--- config.mk ---
export PLATFORM = sky130hd
export DESIGN_NAME = hilo_unit_flat
export DESIGN_NICKNAME = d
export VERILOG_FILES = /design/src/rtl/hilo_unit_if.sv /design/src/rtl/hilo_unit.sv /design/src/flat_wrapper.sv
export SDC_FILE = /design/constraint.sdc
export NUM_CORES = 1
export LEC_CHECK = 0
export CELL_PAD_IN_SITES_DETAIL_PLACEMENT = 0
export CELL_PAD_IN_SITES_GLOBAL_PLACEMENT = 2
export CORE_ASPECT_RATIO = 0.9
export CORE_UTILIZATION = 34
export CTS_CLUSTER_DIAMETER = 80
export CTS_CLUSTER_SIZE = 30
export DETAILED_ROUTE_END_ITERATION = 8
export GPL_ROUTABILITY_DRIVEN = 0
export GPL_TIMING_DRIVEN = 0
export PLACE_DENSITY = 0.89
export SLEW_MARGIN = 5
export SYNTH_ARGS = -nofsm -noshare
export SYNTH_HDL_FRONTEND = slang
export SYNTH_SLANG_ARGS = --single-unit
export TNS_END_PERCENT = 5
--- constraint.sdc ---
create_clock -name clk -period 13.8 [get_ports clk]
set_input_delay 4.14 -clock clk [delete_from_list [all_inputs] [get_ports clk]]
set_output_delay 4.14 -clock clk [all_outputs]
set_load 0.05 [all_outputs]
--- src/rtl/hilo_unit_if.sv ---
// Execute-stage request/response bundle for hilo_unit: the valid/busy request
// handshake and the HI/LO read-back signals.
interface hilo_unit_if;
  logic        op_valid;
  logic [2:0]  op;
  logic [31:0] a;
  logic [31:0] b;
  logic        busy;
  logic [31:0] rdata;
  logic [31:0] hi;
  logic [31:0] lo;

  modport master (
    output op_valid, op, a, b,
    input  busy, rdata, hi, lo
  );

  modport slave (
    input  op_valid, op, a, b,
    output busy, rdata, hi, lo
  );
endinterface

--- src/rtl/hilo_unit.sv ---
// HI/LO register pair with a restoring unsigned divider (one quotient bit per cycle).
// Optional single-cycle multu is enabled by defining HILO_MULTU_EN.
module hilo_unit #(
  parameter int unsigned DIV_CYCLES = 32
) (
  input  logic       clk,
  input  logic       rst,
  hilo_unit_if.slave bus
);

  localparam int unsigned CNT_W = (DIV_CYCLES > 1) ? $clog2(DIV_CYCLES) : 1;

  typedef enum logic [1:0] {
    S_IDLE,
    S_DIV,
    S_DONE
  } state_e;

  typedef enum logic [2:0] {
    OP_NONE  = 3'd0,
    OP_DIVU  = 3'd1,
    OP_MULTU = 3'd2,
    OP_MTHI  = 3'd3,
    OP_MTLO  = 3'd4,
    OP_MFHI  = 3'd5,
    OP_MFLO  = 3'd6,
    OP_RSVD  = 3'd7
  } op_e;

  state_e             state_q, state_d;
  logic [32:0]        rem_q, rem_d;
  logic [31:0]        dvd_q, dvd_d;
  logic [31:0]        dvs_q, dvs_d;
  logic [31:0]        hi_q, hi_d;
  logic [31:0]        lo_q, lo_d;
  logic [CNT_W-1:0]   cnt_q, cnt_d;

  op_e                op_dec;
  logic               accept;
  logic [32:0]        rem_shift;
  logic [32:0]        rem_sub;
  logic               q_bit;
  logic               unused_rem_msb;

  assign op_dec = op_e'(bus.op);
  assign accept = bus.op_valid && (state_q == S_IDLE);

`ifdef HILO_MULTU_EN
  logic [63:0] product;
  assign product = {32'b0, bus.a} * {32'b0, bus.b};
`endif

  // The top remainder bit is shifted out every step, so only [31:0] feeds forward.
  assign unused_rem_msb = rem_q[32];
  assign rem_shift      = {rem_q[31:0], dvd_q[31]};
  assign rem_sub        = rem_shift - {1'b0, dvs_q};
  assign q_bit          = (rem_shift >= {1'b0, dvs_q});

  always_comb begin
    state_d = state_q;
    rem_d   = rem_q;
    dvd_d   = dvd_q;
    dvs_d   = dvs_q;
    hi_d    = hi_q;
    lo_d    = lo_q;
    cnt_d   = cnt_q;

    unique case (state_q)
      S_IDLE: begin
        if (accept) begin
          case (op_dec)
            OP_DIVU: begin
              dvd_d   = bus.a;
              dvs_d   = bus.b;
              rem_d   = '0;
              cnt_d   = '0;
              state_d = S_DIV;
            end
            OP_MTHI: hi_d = bus.a;
            OP_MTLO: lo_d = bus.a;
            OP_MULTU: begin
`ifdef HILO_MULTU_EN
              hi_d = product[63:32];
              lo_d = product[31:0];
`endif
            end
            default: ;
          endcase
        end
      end

      // Quotient bits shift into the vacated low end of the dividend register.
      S_DIV: begin
        rem_d = q_bit ? rem_sub : rem_shift;
        dvd_d = {dvd_q[30:0], q_bit};
        cnt_d = cnt_q + CNT_W'(1);
        if (cnt_q == CNT_W'(DIV_CYCLES - 1)) begin
          state_d = S_DONE;
        end
      end

      S_DONE: begin
        lo_d    = dvd_q;
        hi_d    = rem_q[31:0];
        state_d = S_IDLE;
      end

      default: state_d = S_IDLE;
    endcase
  end

  always_ff @(posedge clk or posedge rst) begin
    if (rst) begin
      state_q <= S_IDLE;
      rem_q   <= '0;
      dvd_q   <= '0;
      dvs_q   <= '0;
      hi_q    <= '0;
      lo_q    <= '0;
      cnt_q   <= '0;
    end else begin
      state_q <= state_d;
      rem_q   <= rem_d;
      dvd_q   <= dvd_d;
      dvs_q   <= dvs_d;
      hi_q    <= hi_d;
      lo_q    <= lo_d;
      cnt_q   <= cnt_d;
    end
  end

  always_comb begin
    bus.rdata = '0;
    if (accept) begin
      if (op_dec == OP_MFHI) begin
        bus.rdata = hi_q;
      end else if (op_dec == OP_MFLO) begin
        bus.rdata = lo_q;
      end
    end
  end

  assign bus.busy = (state_q != S_IDLE);
  assign bus.hi   = hi_q;
  assign bus.lo   = lo_q;

endmodule

--- src/flat_wrapper.sv ---
// flat-port wrapper written by rule: the top's interface ports become plain ports
module hilo_unit_flat 
#(
  parameter int unsigned DIV_CYCLES = 32
)
  (clk, rst, bus_op_valid, bus_op, bus_a, bus_b, bus_busy, bus_rdata, bus_hi, bus_lo);
  hilo_unit_if bus_i ();
  input  logic clk;
  input  logic rst;
  input wire logic [$bits(bus_i.op_valid)-1:0] bus_op_valid;
  input wire logic [$bits(bus_i.op)-1:0] bus_op;
  input wire logic [$bits(bus_i.a)-1:0] bus_a;
  input wire logic [$bits(bus_i.b)-1:0] bus_b;
  output wire logic [$bits(bus_i.busy)-1:0] bus_busy;
  output wire logic [$bits(bus_i.rdata)-1:0] bus_rdata;
  output wire logic [$bits(bus_i.hi)-1:0] bus_hi;
  output wire logic [$bits(bus_i.lo)-1:0] bus_lo;
  assign bus_i.op_valid = bus_op_valid;
  assign bus_i.op = bus_op;
  assign bus_i.a = bus_a;
  assign bus_i.b = bus_b;
  assign bus_busy = bus_i.busy;
  assign bus_rdata = bus_i.rdata;
  assign bus_hi = bus_i.hi;
  assign bus_lo = bus_i.lo;
  hilo_unit #(.DIV_CYCLES(DIV_CYCLES)) u_core (.clk(clk), .rst(rst), .bus(bus_i));
endmodule
==> run_results.csv <==
group,metric,value,unit
worst_setup_path,path_cells,"clkdlybuf4s50_1, nor3b_1, clkbuf_1, a22oi_1, nor2_1, clkdlybuf4s50_1",
die,row_count,57,
clock_tree,cts_root_buffer,"clkbuf_16",
routing,dr.pass1.iters,6,
yosys,ys.flop_type,"dfrtp_1",
routing,met1_length,15.2,mm
sta,fin_ws,2.70,ns
die,design.core.area,27200,um2
grt,grt_overflow_total,0,
clock_tree,clk_pin_slew_worst_paths,0.07,ns
clock_tree,clockBufferDepth,2,
worst_setup_path,critPathLaunchType,"input pin",
clock_tree,clk_latency,0.44,ns
sta,tightest_slew,0.905,ns
final_layout,multi_input_area,4810,um2
final_layout,antenna_cells,0,
clock_tree,h-tree-depth,4,
worst_setup_path,crit_family,"buffers and inverters",
final_layout,drive_above_1_share,0.0509,
final_layout,area_growth,28.5,%
worst_setup_path,crit_fanout,10,
yosys,synth.area.mux_share,0.0232,
sta,min_period_over_period,0.804,
worst_setup_path,cp_num_buf_inv,3,
worst_setup_path,cp_slowest_stage_delay,0.83,ns
yosys,syn-num-nets,1223,
yosys,synth_cells,1118,
die,die_width,178,um
sta,timing.slew.headroom,0.395,
pwr,irDropWorstVdd,0.000186,V
routing,num_vias,8942,
routing,drt_iter0_markers,651,
pwr,power_density,295,nW/um2
clock_tree,cts_tree,"yes",
yosys,synth_edf_count,0,
yosys,syn_avg_cell_area,8.50,um2
final_layout,seq_area,4180,um2
placed_design,io_buffer_count,166,
sta,setup_tns,0,ns
yosys,synth_compound_area_frac,0.235,
clock_tree,post-cts-setup-buffers,0,
sta,skew,0.0167,ns
flow_run,cap_violations,0,
min_path,min_path_type,"reg -> reg",
clock_tree,ctsResizeCount,0,
sta,setup_viol,0,
sta,rsz0062_at_grt,"false",
routing,top_layer,"met4",
routing,wl_per_cell,18.6,um
sta,fmax,90.1,MHz
final_layout,fillCellCount,2744,
yosys,synth.distinct_cells,67,
worst_setup_path,crit_type,"in -> out",
grt,grt_pass1_vias,8670,
die,die_y,161,um
placed_design,hpwlAfterDp,23.6,mm
worst_setup_path,cp_slowest_cell,"clkdlybuf4s50_1",
yosys,ys_seq_elements,167,
yosys,synth_simple_gate_area_frac,0.177,
routing,vias_per_cell,5.35,
worst_setup_path,cp_data_required_time,9.66,ns
routing,ant_nets,0,
outcome,status,"completed",
die,start_util,0.349,
yosys,synth_fa_ha_area_frac,0.0469,
yosys,syn-cell-area,9500,um2
die,io_pins,167,
sta,final_max_slew_viol_count,0,
worst_setup_path,endpoint_kind,"output port",
yosys,ys_seq_area_frac,0.440,
routing,wl_met2,13.7,mm
final_layout,fin_nets,1409,
pwr,p_leak,0.00511,uW
grt,grt_max_degree,94,
yosys,synth_top_family_by_area,"compound AO/OA/AOI/OAI gates",
routing,wl_met3,1.77,mm
worst_setup_path,crit_top_cell,"clkdlybuf4s50_1",
sta,finalHoldViolCount,0,
yosys,synth_xor_area_frac,0.0240,
grt,antenna_found_initial,0,
clock_tree,cts_inserted_buffers,17,
clock_tree,hold_buffers,0,
worst_setup_path,worst_ep_arrival_time,6.96,ns
routing,drc_errors,0,
die,dieArea,28600,um2
routing,routed_wl,31.2,mm
yosys,synthArstFlopShare,1.00,
grt,gr-usage-all-layers,0.222,
yosys,yosysWarnings,0,
grt,grt_pass1_wl,49.3,mm
sta,period_needed,11.10,ns
clock_tree,clock-sinks,167,
placed_design,place_ws,2.75,ns
## power by group
| part | internal, uW | switching, uW |
|---|---|---|
| sequential | 735 | 229 |
| clock | 239 | 228 |
| combinational | 836 | 1330 |
## cell usage in the layout, fill, tap and decap left out, drive strengths merged, types with 5 or more instances in the layout
cell type,n
nand4,7
nor2,104
o21ai,106
mux2i,22
nor2b,37
nor3,8
clkbuf,82
a32oi,6
inv,47
ha,34
xor2,12
dfrtp,167
a21oi,134
clkinv,5
xnor2,14
nand3,30
buf,12
o21bai,5
a31oi,21
nand2,176
o21a,6
a22oi,48
a21o,10
clkdlybuf4s50,166
o211ai,5
## cells in the mapped netlist (7+ instances only)
master	n	area, um2
xor2_1	12	105
nand2_1	176	661
nor3_1	8	40.0
o21ai_0	88	440
a22oi_1	48	360
mux2i_1	22	220
o21ai_1	17	85.1
nor2b_1	37	231
a31oi_1	21	131
xnor2_1	14	123
nand3_1	30	150
a21o_1	7	52.6
a21oi_1	133	666
nor2_1	103	387
ha_1	34	425
clkbuf_1	59	221
dfrtp_1	167	4180
inv_1	40	150
## metrics by stage
step | cells | power (uW) | utilization | instance area (um2) | hold slack, ns
after floorplan | 1118 | 2490 | - | 9500 | 0.451
after global placement | 1638 | 3110 | 0.426 | 11600 | 0.475
after detailed placement | 1639 | 3130 | 0.427 | 11600 | 0.480
after CTS | 1671 | 3610 | 0.448 | 12200 | 0.496
after global routing | 1671 | 3870 | 0.448 | 12200 | 0.536
final | 1671 | 3600 | 0.448 | 12200 | 0.501
## state kept, by name, summed over array words and instances, names as in the netlist
name	cells
u_core.bus.hi	32
u_core.bus.lo	32
u_core.dvd_q	32
u_core.dvs_q	32
u_core.rem_q	32
u_core.cnt_q	5
u_core.state_q	2
## path summary, 6_finish.rpt
check                                              from                            end  slack, ns  depth (start not counted)
max reg2reg                u_core.dvd_q[31]$_DFFE_PP0P_   u_core.rem_q[30]$_DFFE_PP0P_      10.68                         11
min reg2reg                 u_core.dvs_q[0]$_DFFE_PP0P_    u_core.dvs_q[0]$_DFFE_PP0P_       0.50                          2
max in group asynchronous                           rst  u_core.bus.lo[23]$_DFFE_PP0P_       8.77                          3
min                         u_core.dvs_q[0]$_DFFE_PP0P_    u_core.dvs_q[0]$_DFFE_PP0P_       0.50                          2
min in group asynchronous                           rst    u_core.rem_q[7]$_DFFE_PP0P_       4.16                          2
max                                           bus_op[1]                  bus_rdata[25]       2.70                          6
## tightest hold or removal path: stages, from the launching register on
cell and delay, ns:
dfrtp_1 0.36, nand2_1 0.05, nand2_1 0.06
## cells by family (layout without fill, tap and decap cells)
logic type                 after synthesis  after routing
muxes                                   22             22
buffers and inverters                  115            314
and+or+nand+nor                        384            384
adders and majority gates               35             35
DFF                                    167            167
AOI/OAI and AO/OA                      369            369
xor gates and xnor gates                26             26
## final cells by class
class	instances	share of cell area
Sequential cell	167	0.342
Clock buffer	18	0.0352
Clock inverter	14	0.0111
Buffer	75	0.0297
Multi-Input combinational cell	836	0.394
Tap cell	354	0.0363
Inverter	40	0.0129
Timing Repair Buffer	167	0.138
## per-layer routing
layer,GRT usage,up-vias
met4,0.0524,0
met2,0.337,276
li1,-,4293
met5,0,-
met1,0.329,4345
met3,0.0362,28
No activity file was read; power rests on OpenSTA's default activity.
